## src/rtl/pulse_counter_pkg.sv

```systemverilog
// Shared constants and sizing helper for the pulse_counter tick generator.
// Legal parameter minimums live here so the top and the sub-module check them the same way.
package pulse_counter_pkg;

  localparam int unsigned MIN_MAX_COUNT  = 2;
  localparam int unsigned MIN_RESET_HOLD = 1;

  // Bits needed to encode 0..n-1, never less than one bit.
  function automatic int cnt_width(input int unsigned n);
    return (n < 2) ? 1 : $clog2(n);
  endfunction

endpackage : pulse_counter_pkg

```

## src/rtl/reset_hold_gen.sv

```systemverilog
// Stretches the external synchronous reset by reset_hold_cycles clocks after release.
// ready rises on the edge that completes the hold; rst_int is its active-high complement.
module reset_hold_gen
  import pulse_counter_pkg::*;
#(
  parameter int unsigned reset_hold_cycles = 40
) (
  input  logic clk,
  input  logic reset,
  output logic rst_int,
  output logic ready
);

  localparam int                HOLD_W    = cnt_width(reset_hold_cycles);
  localparam logic [HOLD_W-1:0] HOLD_LAST = HOLD_W'(reset_hold_cycles - 1);
  localparam logic [HOLD_W-1:0] HOLD_ONE  = HOLD_W'(1);

  if (reset_hold_cycles < MIN_RESET_HOLD) begin : g_bad_hold
    $error("reset_hold_gen: reset_hold_cycles must be at least %0d", MIN_RESET_HOLD);
  end

  logic [HOLD_W-1:0] hold_cnt;
  logic              ready_q;

  // NOTE: sequential state is written with non-blocking assignments only, so every
  // register samples the values from before the edge regardless of statement order.
  always_ff @(posedge clk) begin
    if (!reset) begin
      hold_cnt <= '0;
      ready_q  <= 1'b0;
    end else if (!ready_q) begin
      if (hold_cnt == HOLD_LAST) begin
        ready_q <= 1'b1;
      end else begin
        hold_cnt <= hold_cnt + HOLD_ONE;
      end
    end
  end

  assign ready   = ready_q;
  assign rst_int = ~ready_q;

endmodule : reset_hold_gen

```

## src/rtl/pulse_counter.sv

```systemverilog
// Modulo-max_count enabled-cycle counter emitting a one-clock registered strobe per wrap.
// Counting is held off until the reset-hold stage reports ready.
module pulse_counter
  import pulse_counter_pkg::*;
#(
  parameter  int unsigned max_count         = 50,
  parameter  int unsigned reset_hold_cycles = 40,
  localparam int          CNT_W             = cnt_width(max_count)
) (
  input  logic             clk,
  input  logic             reset,
  input  logic             enable,
  output logic             pulse,
  output logic [CNT_W-1:0] count,
  output logic             ready
);

  localparam logic [CNT_W-1:0] CNT_LAST = CNT_W'(max_count - 1);
  localparam logic [CNT_W-1:0] CNT_ONE  = CNT_W'(1);

  if (max_count < MIN_MAX_COUNT) begin : g_bad_count
    $error("pulse_counter: max_count must be at least %0d", MIN_MAX_COUNT);
  end

  logic rst_int;

  reset_hold_gen #(
    .reset_hold_cycles(reset_hold_cycles)
  ) u_reset_hold (
    .clk    (clk),
    .reset  (reset),
    .rst_int(rst_int),
    .ready  (ready)
  );

  // External reset is honoured directly so a mid-count reset clears on the very next
  // edge, not one cycle later when rst_int catches up.
  always_ff @(posedge clk) begin
    if (!reset || rst_int) begin
      count <= '0;
      pulse <= 1'b0;
    end else if (enable) begin
      if (count == CNT_LAST) begin
        count <= '0;
        pulse <= 1'b1;
      end else begin
        count <= count + CNT_ONE;
        pulse <= 1'b0;
      end
    end else begin
      pulse <= 1'b0;
    end
  end

endmodule : pulse_counter

```

## config.mk

```make
export PLATFORM = sky130hd
export DESIGN_NAME = pulse_counter
export DESIGN_NICKNAME = d
export VERILOG_FILES = /design/src/rtl/pulse_counter_pkg.sv /design/src/rtl/reset_hold_gen.sv /design/src/rtl/pulse_counter.sv
export SDC_FILE = /design/constraint.sdc
export NUM_CORES = 1
export LEC_CHECK = 0
export CORE_MARGIN = 4
export CORE_UTILIZATION = 54
export CTS_CLUSTER_DIAMETER = 50
export CTS_CLUSTER_SIZE = 28
export DETAILED_ROUTE_END_ITERATION = 7
export PLACE_DENSITY = 0.82
export REMOVE_ABC_BUFFERS = 1
export SLEW_MARGIN = 40
export SYNTH_ARGS = -nofsm -noshare
export SYNTH_HDL_FRONTEND = slang
export SYNTH_HIERARCHICAL = 1
export SYNTH_SLANG_ARGS = --single-unit
```

## constraint.sdc

```tcl
create_clock -name clk -period 3.4 [get_ports clk]
set_input_delay 0.68 -clock clk [delete_from_list [all_inputs] [get_ports clk]]
set_output_delay 0.68 -clock clk [all_outputs]
set_load 0.1 [all_outputs]
```

Word-level counts from Yosys, hierarchy flattened
Index checks and enable logic that the tools add are counted.
- register bits: 14
- bits of input ports: 3
- output and inout port bits: 8
- add/sub/neg operators: 2
- equality and inequality tests: 2
- multiplexer cells: 4
- bitwise operators: 3
- reductions and logical operators: 4
- operators by type and width (cell ; count):
    adder 6 x 1 -> 6 bit, second input constant ; 2
    equality test 6 bit, second input constant ; 2
    2-to-1 mux 6 bit ; 1
    2-to-1 mux 1 bit ; 3
    inverter 1 bit ; 3
    AND reduction 2 bit ; 1
    OR reduction 2 bit ; 1
    zero test 1 bit ; 1
    logical OR 1 bit ; 1

Depth between registers and ports, before layout
Gate-level depths: netlist of run 1.
- depth in word-level cells: 3
- gate-level depth with buffers: 5

Cells and area by module
Netlist of run 1, hierarchy kept.
- by module, submodules not included (module ; instances ; cells each ; area each (µm²) ; sequential area each (µm²)):
    reset_hold_gen ; 1 ; 41 ; 370.4 ; 140.1
    pulse_counter ; 1 ; 34 ; 332.8 ; 140.1

Least setup slack after synthesis of run 1
Ideal clock, no wire load.
- path kind: flip-flop to flip-flop
- start: reg count[0]
- end: reg count[1]
- data arrival time: 1814 ps
- setup slack: 1448 ps
- stages on the path, launching flop included: 5
- path buffers: 0
- period minus slack after synthesis: 1952 ps
- cell sequence: dfxtp_1 -> ha_1 -> nand2_1 -> o21ai_1 -> a211oi_1
- cells in the longest elaborated chain, start to end: 2
- elaborated cells on any way between the ends: 3
- those cells by class: add/sub: 1; eq/ne: 1; mux: 1
- RTL lines (what ; RTL line ; RTL):
    from (decl) ; pulse_counter.sv:14 ; output logic [CNT_W-1:0] count,
    from (signal assigned) ; pulse_counter.sv:47 ; count <= count + CNT_ONE;
    adder 6 x 1 -> 6 bit or equality test 6 bit (tied branches) ; pulse_counter.sv:47, pulse_counter.sv:43 ;
    2-to-1 mux 6 bit (*) ; pulse_counter.sv:43 ; if (count == CNT_LAST) begin
Mark *: on every way between the ends. The rest lies on a longest branch, timed or not.
A chain may end at the register's enable or synchronous reset.

Worst setup path in the final report of run 1
- start: in reset
- end: reg count[1]
- cells in the longest elaborated chain, start to end: 2
- RTL lines (what ; RTL line ; RTL):
    from (decl) ; pulse_counter.sv:11 ; input logic reset,
    zero test 1 bit ; pulse_counter.sv:39 ; if (!reset || rst_int) begin
    logical OR 1 bit ; pulse_counter.sv:39 ;
Every way passes these cells.

==> impl_metrics.csv, run 1 <==
group,metric,value,unit
status,status,"completed",
synthesis,yosys_warnings,6,
pwr,p_total,0.367,mW
grt,grt_max_degree,18,
cells_and_area,n_antenna_cell,0,
cts,clk_latency,0.29,ns
detailed_routing,firstDrtPassIters,4,
cells_and_area,n_fill_cell,103,
timing,holdWs,0.506,ns
synthesis,synth_top_family_by_area,"simple AND/OR/NAND/NOR gates",
detailed_routing,vias_per_cell,5.70,
timing,worst-slew-pin-transition,0.503,ns
worst_setup_path,arrival,2.06,ns
worst_setup_path,start_kind,"input pin",
grt,grt_pass1_vias,544,
placed_design,dpl_cell_area,781,um^2
cts,cts_tree,"built",
grt,grt-ovfl-total,0,
timing,fmax,542,MHz
detailed_routing,wl_per_cell,13.2,um
cells_and_area,final_area,817,um^2
cts,cts_buffers,3,
grt,grt_pass1_wl,2270,um
synthesis,synthSimpleGateAreaFrac,37.2,%
placed_design,dp.cells,97,
cts,clock_sinks,14,
worst_setup_path,worstPathMaxFanout,17,
cells_and_area,fin_cells,101,
grt,antenna_found_initial,0,
timing,final.setup.worst_slack,1.56,ns
synthesis,synth-seq-cells,14,
timing,finalSetupViolations,0,
cells_and_area,postLayoutCoreUtil,69.8,%
timing,setup-tns-final,0,ns
placed_design,hpwl,985,um
cts,holdBufCountCts,0,
cts,h-tree-depth,1,
placed_design,gp_congestion,0.697,
cts,clockBufferDepth,2,
synthesis,synthMuxAreaShare,1.42,%
worst_setup_path,critical_path_required,3.62,ns
grt,grt_usage,16.7,%
synthesis,yosysMostFrequentCell,"dfxtp_1",
die,coreArea,1170,um^2
pwr,power.leakage,0.313,nW
synthesis,synth_commonest_cells,"dfxtp_1, nand2_1, nand4_1, nor2_1, nand3_1",
synthesis,synth_edf_count,0,
cells_and_area,multi_input_area,397,um^2
synthesis,synth_area_leaders,"dfxtp_1, ha_1, nand4_1, nand2_1, nand4b_1",
timing,final_max_slew_viol_count,0,
die,fp.dieW,44.1,um
pwr,ir_worst_vdd,0.469,mV
die,dieArea,1940,um^2
die,die_y,44.1,um
die,num_rows,12,
timing,rsz0062_at_grt,"no",
cells_and_area,area_growth,16.2,%
synthesis,synth_top_cell_by_area,"dfxtp_1",
worst_setup_path,crit_type,"input pin to register",
detailed_routing,drt_iter0_markers,4,
synthesis,synth_compound_area_share,6.23,%
placed_design,preCtsSetupSlack,1.24,ns
cts,ctsResizeCount,0,
synthesis,synth_fa_ha_area_share,5.34,%
timing,hold_violations,0,
cts,path_clk_slew,0.09,ns
synthesis,postSynthAreaPerCell,9.38,um^2
placed_design,io_buffers,10,
timing,skew,0.00795,ns
cells_and_area,drive_gt1_share,18.4,%
die,pin_count,11,
cts,root_buffer,"clkbuf_4",
cts,post-cts-setup-buffers,0,
synthesis,synth_cell_types,30,
synthesis,synthXorXnorAreaFrac,6.23,%
timing,fin_crit_sh,54.2,%
timing,max_slew_margin,66.4,%
synthesis,seq_area_frac_synth,39.9,%
synthesis,ys.flop_type,"dfxtp_1",
synthesis,async_flop_share,0,%
detailed_routing,drc,0,
cells_and_area,regArea,280,um^2
timing,period_minus_slack,1.84,ns
worst_setup_path,end_kind,"register",
min_path,hp-class,"register to register",
die,start_util,60.0,%
synthesis,netlist_area,703,um^2
pwr,p_per_area,449,nW/um^2
detailed_routing,wirelength,1330,um
synthesis,synthDominantCellAreaShare,39.9,%
detailed_routing,ant_nets,0,
run,drv_cap,0,
cells_and_area,final_nets,94,
synthesis,postSynthCellCount,75,
detailed_routing,via_count,576,
## power by group
group | internal, mW | total (mW) | switching [mW]
Combinational | 0.0237 | 0.0505 | 0.0268
Sequential | 0.178 | 0.194 | 0.0162
Clock | 0.0654 | 0.123 | 0.0574
Total | 0.267 | 0.367 | 0.100
## state kept, by name, indices dropped and copies added (netlist names)
register	count
count	6
u_reset_hold/hold_cnt	6
u_reset_hold/ready	1
pulse	1
## worst paths after layout
path | start | slack [ns] | depth (start not counted) | endpoint
worst max register to register | count[0]$_SDFFE_PP0P_ | 2.04 | 4 | count[2]$_SDFFE_PP0P_
worst min register to register | u_reset_hold/hold_cnt[5]$_SDFFE_PN0P_ | 0.51 | 2 | u_reset_hold/hold_cnt[5]$_SDFFE_PN0P_
worst min-delay path | u_reset_hold/hold_cnt[5]$_SDFFE_PN0P_ | 0.51 | 2 | u_reset_hold/hold_cnt[5]$_SDFFE_PN0P_
worst max-delay path | reset | 1.56 | 4 | count[1]$_SDFFE_PP0P_
## final cells by class
cell class	instances	area share, %
Tap cell	14	2.14
Clock buffer	4	4.44
Timing Repair Buffer	10	9.19
Multi-Input combinational cell	56	48.5
Sequential cell	14	34.3
Inverter	3	1.38
## per-layer routing
layer  up-vias  global-route usage [%]  part of all wire [%]
met4         0                    12.7                   3.5
met3         4                    7.72                   4.4
met5         -                       0                     0
met2        10                    23.8                    42
li1        294                       -                     -
met1       268                    19.3                    50
## logic make-up (layout without fill, tap and decap cells)
| family | Yosys count | in the layout |
|---|---|---|
| AO/OA/AOI/OAI | 7 | 7 |
| XOR/XNOR | 5 | 5 |
| adder cells (fa/ha/maj) | 3 | 3 |
| buffers and inverters | 5 | 17 |
| flip-flops | 14 | 14 |
| multiplexers | 1 | 1 |
| AND/OR/NAND/NOR | 40 | 40 |
## layout by cell type, fill, tap and decap left out
cell type	synthesis	layout
a211oi_1	1	1
clkbuf_8	0	1
and2_1	2	2
nand2b_1	1	1
clkdlybuf4s50_1	0	2
buf_2	0	2
buf_4	0	6
xor2_1	3	3
o21ai_0	2	2
nand4b_1	3	3
and4b_1	1	1
a21oi_1	1	1
nand2_1	7	7
xnor2_1	2	2
ha_1	3	3
nor3b_2	2	2
or3_1	1	1
clkbuf_4	0	3
a21boi_1	1	1
nor2_1	6	6
nor4_1	1	1
nor2b_1	1	1
nand3b_1	1	1
nand4_1	6	6
nor3_1	1	1
a21oi_2	1	1
nand3_1	4	4
nand4_4	1	1
o21ai_1	1	1
dfxtp_1	14	14
inv_1	3	3
mux2i_1	1	1
nand4bb_1	2	2
## critical path: stages
cell	delay, ns
clkdlybuf4s50_1	0.78
nor2b_1	0.19
o21ai_1	0.17
a211oi_1	0.23
(Power assumes the default switching activity.)
==> inputs of run 2 (changes only) <==
--- a/config.mk
+++ b/config.mk
@@ -6,11 +6,11 @@
 export NUM_CORES = 1
 export LEC_CHECK = 0
 export CORE_MARGIN = 4
-export CORE_UTILIZATION = 54
+export CORE_UTILIZATION = 50
 export CTS_CLUSTER_DIAMETER = 50
 export CTS_CLUSTER_SIZE = 28
 export DETAILED_ROUTE_END_ITERATION = 7
-export PLACE_DENSITY = 0.82
+export PLACE_DENSITY = 0.77
 export REMOVE_ABC_BUFFERS = 1
 export SLEW_MARGIN = 40
 export SYNTH_ARGS = -nofsm -noshare
==> constraint.sdc (replaced) <==
create_clock -name clk -period 1.8 [get_ports clk]
set_input_delay 0.36 -clock clk [delete_from_list [all_inputs] [get_ports clk]]
set_output_delay 0.36 -clock clk [all_outputs]
set_load 0.1 [all_outputs]
==> run 2 against run 1 <==
  * Final cell count is 4.0% higher
  * Worst hold slack worse by 0.0090 ns
  * Utilization is 2.0 points higher
  * Clock skew is 0.0023 ns lower
  * Cell area is 16% higher
  * Combinational power is 100% higher
  * Total power is 91% higher
  * Critical path depth is 3 lower
  * Via count is 4.7% higher
  * Sequential share of layout area is 4.7 points lower
  * Flip-flop and latch count stayed put
==> impl_metrics.csv, run 2 (synthesis results as in run 1) <==
group,metric,value,unit
cells_and_area,n_antenna_cell,0,
pwr,power.leakage,0.348,nW
worst_setup_path,worstPathMaxFanout,5,
cells_and_area,drive_gt1_share,21.1,%
detailed_routing,drc,0,
worst_setup_path,max_stage_delay,0.53,ns
pwr,p_total,0.701,mW
pwr,pwr-share-clk,33.1,%
worst_setup_path,critical_path_required,1.44,ns
timing,skew,0.00567,ns
grt,grt-ovfl-total,0,
timing,fmax,710,MHz
cells_and_area,final_nets,97,
worst_setup_path,crit_type,"register to output port",
detailed_routing,drt_iter0_markers,9,
worst_setup_path,crit_family,"flip-flops",
die,num_rows,13,
die,pin_count,11,
cts,clockBufferDepth,2,
placed_design,hpwl,1090,um
die,die_y,45.5,um
detailed_routing,wl_per_cell,13.9,um
cts,root_buffer,"clkbuf_4",
cts,clock_sinks,14,
cells_and_area,final_common_cell,"dfxtp_1",
cells_and_area,multi_input_area,397,um^2
cts,post-cts-setup-buffers,0,
detailed_routing,vias_per_cell,5.74,
placed_design,io_buffers,10,
cells_and_area,layout.cells.most_common_list,"dfxtp_1, buf_12, nand2_1, nor2_1, nand4_1",
pwr,p_int,0.507,mW
die,fp.dieW,45.5,um
die,start_util,53.4,%
detailed_routing,firstDrtPassIters,4,
placed_design,dpl_cell_area,910,um^2
worst_setup_path,start_kind,"register",
pwr,comb_power_share,14.7,%
detailed_routing,wirelength,1460,um
pwr,p_per_area,741,nW/um^2
cells_and_area,n_fill_cell,94,
min_path,hp-class,"register to register",
cells_and_area,area_growth,34.5,%
cts,holdBufCountCts,0,
timing,setup-tns-final,0,ns
timing,max_slew_margin,77.1,%
placed_design,dp.cells,101,
timing,finalSetupViolations,0,
grt,antenna_found_initial,0,
pwr,ir_worst_vdd,0.445,mV
worst_setup_path,critPathBufInv,1,
pwr,p_seq_share,52.1,%
grt,grt_max_degree,17,
timing,fin_crit_sh,78.2,%
placed_design,gp_congestion,0.796,
timing,worst-slew-pin-transition,0.343,ns
cells_and_area,regArea,280,um^2
cts,ctsResizeCount,0,
cts,cts_buffers,3,
worst_setup_path,crit_chain,"buf_12",
status,status,"completed",
timing,period_minus_slack,1.41,ns
grt,grt_pass1_wl,2570,um
cts,clk_latency,0.29,ns
die,coreArea,1320,um^2
worst_setup_path,end_kind,"output port",
detailed_routing,ant_nets,0,
timing,hold_violations,0,
worst_setup_path,critical_path.slowest_cell,"dfxtp_1",
run,drv_cap,0,
pwr,p_switching,0.195,mW
cells_and_area,top_regs,"count (6), u_reset_hold/hold_cnt (6)",
grt,grt_pass1_vias,564,
timing,holdWs,0.497,ns
timing,final_max_slew_viol_count,0,
timing,rsz0062_at_grt,"no",
pwr,switching_share,27.8,%
die,dieArea,2070,um^2
cts,h-tree-depth,1,
cts,path_clk_slew,0.09,ns
grt,grt_usage,17.7,%
cells_and_area,final_area,946,um^2
worst_setup_path,arrival,1.05,ns
detailed_routing,via_count,603,
cts,cts_tree,"built",
cells_and_area,fin_cells,105,
## run 2: cell count changes in the layout (fill, tap and decap cells not counted)
| cell | change |
|---|---|
| buf_4 | -3 |
| buf_12 | +8 |
| buf_2 | -2 |
## run 2: worst paths after layout
check | from | end | slack, ns | depth (start not counted)
min reg2reg | u_reset_hold/hold_cnt[5]$_SDFFE_PN0P_ | u_reset_hold/hold_cnt[5]$_SDFFE_PN0P_ | 0.50 | 2
max | count[0]$_SDFFE_PP0P_ | count[0] | 0.39 | 1
min | u_reset_hold/hold_cnt[5]$_SDFFE_PN0P_ | u_reset_hold/hold_cnt[5]$_SDFFE_PN0P_ | 0.50 | 2
max reg2reg | count[1]$_SDFFE_PP0P_ | count[1]$_SDFFE_PP0P_ | 0.40 | 6
## run 2: per-layer routing
layer	GRT usage, %	part of all wire, %	wire (um)	vias up
li1	-	-	-	299
met1	22.8	45	663	271
met2	25.6	46	676	31
met3	3.95	7.7	112	2
met4	12.3	0.62	9	0
met5	0	0	0	-
## run 2: stage by stage
stage               setup slack [ns]  utilization, %
floorplan                     -0.152               -
global placement               0.197            69.0
detailed placement             0.139            69.0
CTS                            0.384            71.8
global route                   0.281            71.8
finish                         0.393            71.8
## run 2: layout make-up
type	instances	share of cell area [%]
multi-input combinational	56	41.9
sequential	14	29.6
timing repair buffer	13	21.4
clock buffer	4	3.84
tap	15	1.98
inverter	3	1.19
## run 2: power groups by stage
stage          Sequential, mW  Clock [mW]  Combinational (mW)
5_1_grt                 0.372       0.254               0.121
4_1_cts                 0.365       0.239               0.101
6_report                0.366       0.232               0.103
2_1_floorplan           0.363           0              0.0714
3_3_place_gp            0.369           0              0.0926
3_5_place_dp            0.371           0               0.100
==> inputs of run 3 (changes only) <==
==> constraint.sdc (replaced) <==
create_clock -name clk -period 1.45 [get_ports clk]
set_input_delay 0.29 -clock clk [delete_from_list [all_inputs] [get_ports clk]]
set_output_delay 0.29 -clock clk [all_outputs]
set_load 0.1 [all_outputs]
==> run 3 against run 2 <==
  * Register-to-register slack lost 0.16 ns
  * Non-clock buffer count grew 7
  * Flip-flop and latch count is the same
  * Utilization grew 4.0 points
  * Critical endpoint unchanged
==> impl_metrics.csv, run 3 (synthesis results as in run 1) <==
group,metric,value,unit
cts,post-cts-setup-buffers,0,
cells_and_area,layout.cells.most_common_list,"dfxtp_1, buf_4, buf_12, nand2_1",
detailed_routing,vias_per_cell,5.62,
cts,root_buffer,"clkbuf_4",
detailed_routing,via_count,629,
placed_design,dpl_cell_area,962,um^2
timing,hold_violations,0,
die,dieArea,2070,um^2
grt,grt_max_degree,17,
cells_and_area,fin_cells,112,
pwr,pwr-share-clk,32.4,%
grt,grt_pass1_wl,2720,um
grt,grt-ovfl-total,0,
timing,final_max_slew_viol_count,0,
timing,skew,0.00383,ns
pwr,switching_share,26.7,%
worst_setup_path,start_kind,"register",
placed_design,gp_congestion,0.784,
min_path,hp-class,"register to register",
placed_design,hpwl,1150,um
placed_design,dp.cells,108,
pwr,p_switching,0.230,mW
pwr,p_seq_share,52.8,%
cells_and_area,final_common_cell,"dfxtp_1",
worst_setup_path,end_kind,"output port",
timing,fmax,744,MHz
timing,fin_crit_sh,92.7,%
grt,grt_usage,18.5,%
cts,clk_latency,0.28,ns
grt,antenna_found_initial,0,
worst_setup_path,arrival,1.05,ns
cts,holdBufCountCts,0,
pwr,p_per_area,860,nW/um^2
cts,cts_tree,"built",
cells_and_area,area_growth,42.0,%
pwr,p_int,0.629,mW
cts,cts_buffers,3,
cells_and_area,drive_gt1_share,26.8,%
timing,worst-slew-pin-transition,0.354,ns
detailed_routing,wirelength,1500,um
pwr,comb_power_share,14.8,%
cells_and_area,n_fill_cell,88,
cts,clockBufferDepth,2,
cts,ctsResizeCount,0,
detailed_routing,drc,0,
cts,path_clk_slew,0.08,ns
cells_and_area,postLayoutCoreUtil,75.8,%
status,status,"completed",
cells_and_area,n_antenna_cell,0,
cts,clock_sinks,14,
detailed_routing,ant_nets,0,
die,die_y,45.5,um
cts,h-tree-depth,1,
die,coreArea,1320,um^2
placed_design,io_buffers,10,
worst_setup_path,r2r_slack,0.24,ns
timing,max_slew_margin,76.3,%
worst_setup_path,crit_type,"register to output port",
timing,period_minus_slack,1.34,ns
worst_setup_path,worstPathMaxFanout,3,
timing,rsz0062_at_grt,"no",
die,fp.dieW,45.5,um
cells_and_area,top_regs,"count (6), u_reset_hold/hold_cnt (6)",
detailed_routing,wl_per_cell,13.4,um
pwr,power.leakage,0.381,nW
die,pin_count,11,
detailed_routing,firstDrtPassIters,4,
pwr,ir_worst_vdd,0.809,mV
worst_setup_path,critical_path_required,1.16,ns
run,drv_cap,0,
detailed_routing,drt_iter0_markers,28,
placed_design,preCtsSetupSlack,-0.0889,ns
timing,finalSetupViolations,0,
cells_and_area,final_area,998,um^2
die,num_rows,13,
die,start_util,53.4,%
timing,final.setup.worst_slack,0.106,ns
cells_and_area,final_nets,104,
grt,grt_pass1_vias,577,
## run 3: cell types whose count changed in the layout (fill, tap and decap cells not counted)
cell	change
buf_4	+7
## run 3: worst paths after layout
path,from,cells after the start,to
setup / recovery,count[0]$_SDFFE_PP0P_,2,count[0]
hold / removal,u_reset_hold/hold_cnt[5]$_SDFFE_PN0P_,2,u_reset_hold/hold_cnt[5]$_SDFFE_PN0P_
setup reg to reg,count[2]$_SDFFE_PP0P_,4,count[1]$_SDFFE_PP0P_
hold reg to reg,u_reset_hold/hold_cnt[5]$_SDFFE_PN0P_,2,u_reset_hold/hold_cnt[5]$_SDFFE_PN0P_
## run 3: power by group through the flow
stage	logic, mW	clock network (mW)	registers (mW)
6_report	0.127	0.279	0.453
5_1_grt	0.143	0.305	0.461
4_1_cts	0.127	0.291	0.451
3_5_place_dp	0.127	0	0.461
3_3_place_gp	0.114	0	0.458
2_1_floorplan	0.0887	0	0.451
## run 3: area by class of cell
cell class	instances	area (um^2)	share of cell area, %
Clock buffer	4	36.3	3.63
Timing Repair Buffer	20	255	25.6
Inverter	3	11.3	1.13
Sequential cell	14	280	28.1
Multi-Input combinational cell	56	397	39.7
Tap cell	15	18.8	1.88
## run 3: per-layer routing
layer | wire [um] | track usage [%]
met5 | 0 | 0
met4 | 30 | 10.5
met3 | 94 | 6.72
met2 | 758 | 28.4
met1 | 618 | 22.1
## run 3: through the flow
stage | power (mW) | TNS [ns] | hold slack, ns
2_1_floorplan | 0.540 | -4.00 | 0.385
3_3_place_gp | 0.572 | -0.289 | 0.469
3_5_place_dp | 0.587 | -0.483 | 0.496
4_1_cts | 0.869 | 0 | 0.507
5_1_grt | 0.910 | 0 | 0.540
6_report | 0.859 | 0 | 0.507
## run 3: critical path, stage by stage, from the launching register on
cell and delay, ns:
dfxtp_1 0.42, buf_4 0.17, buf_12 0.17
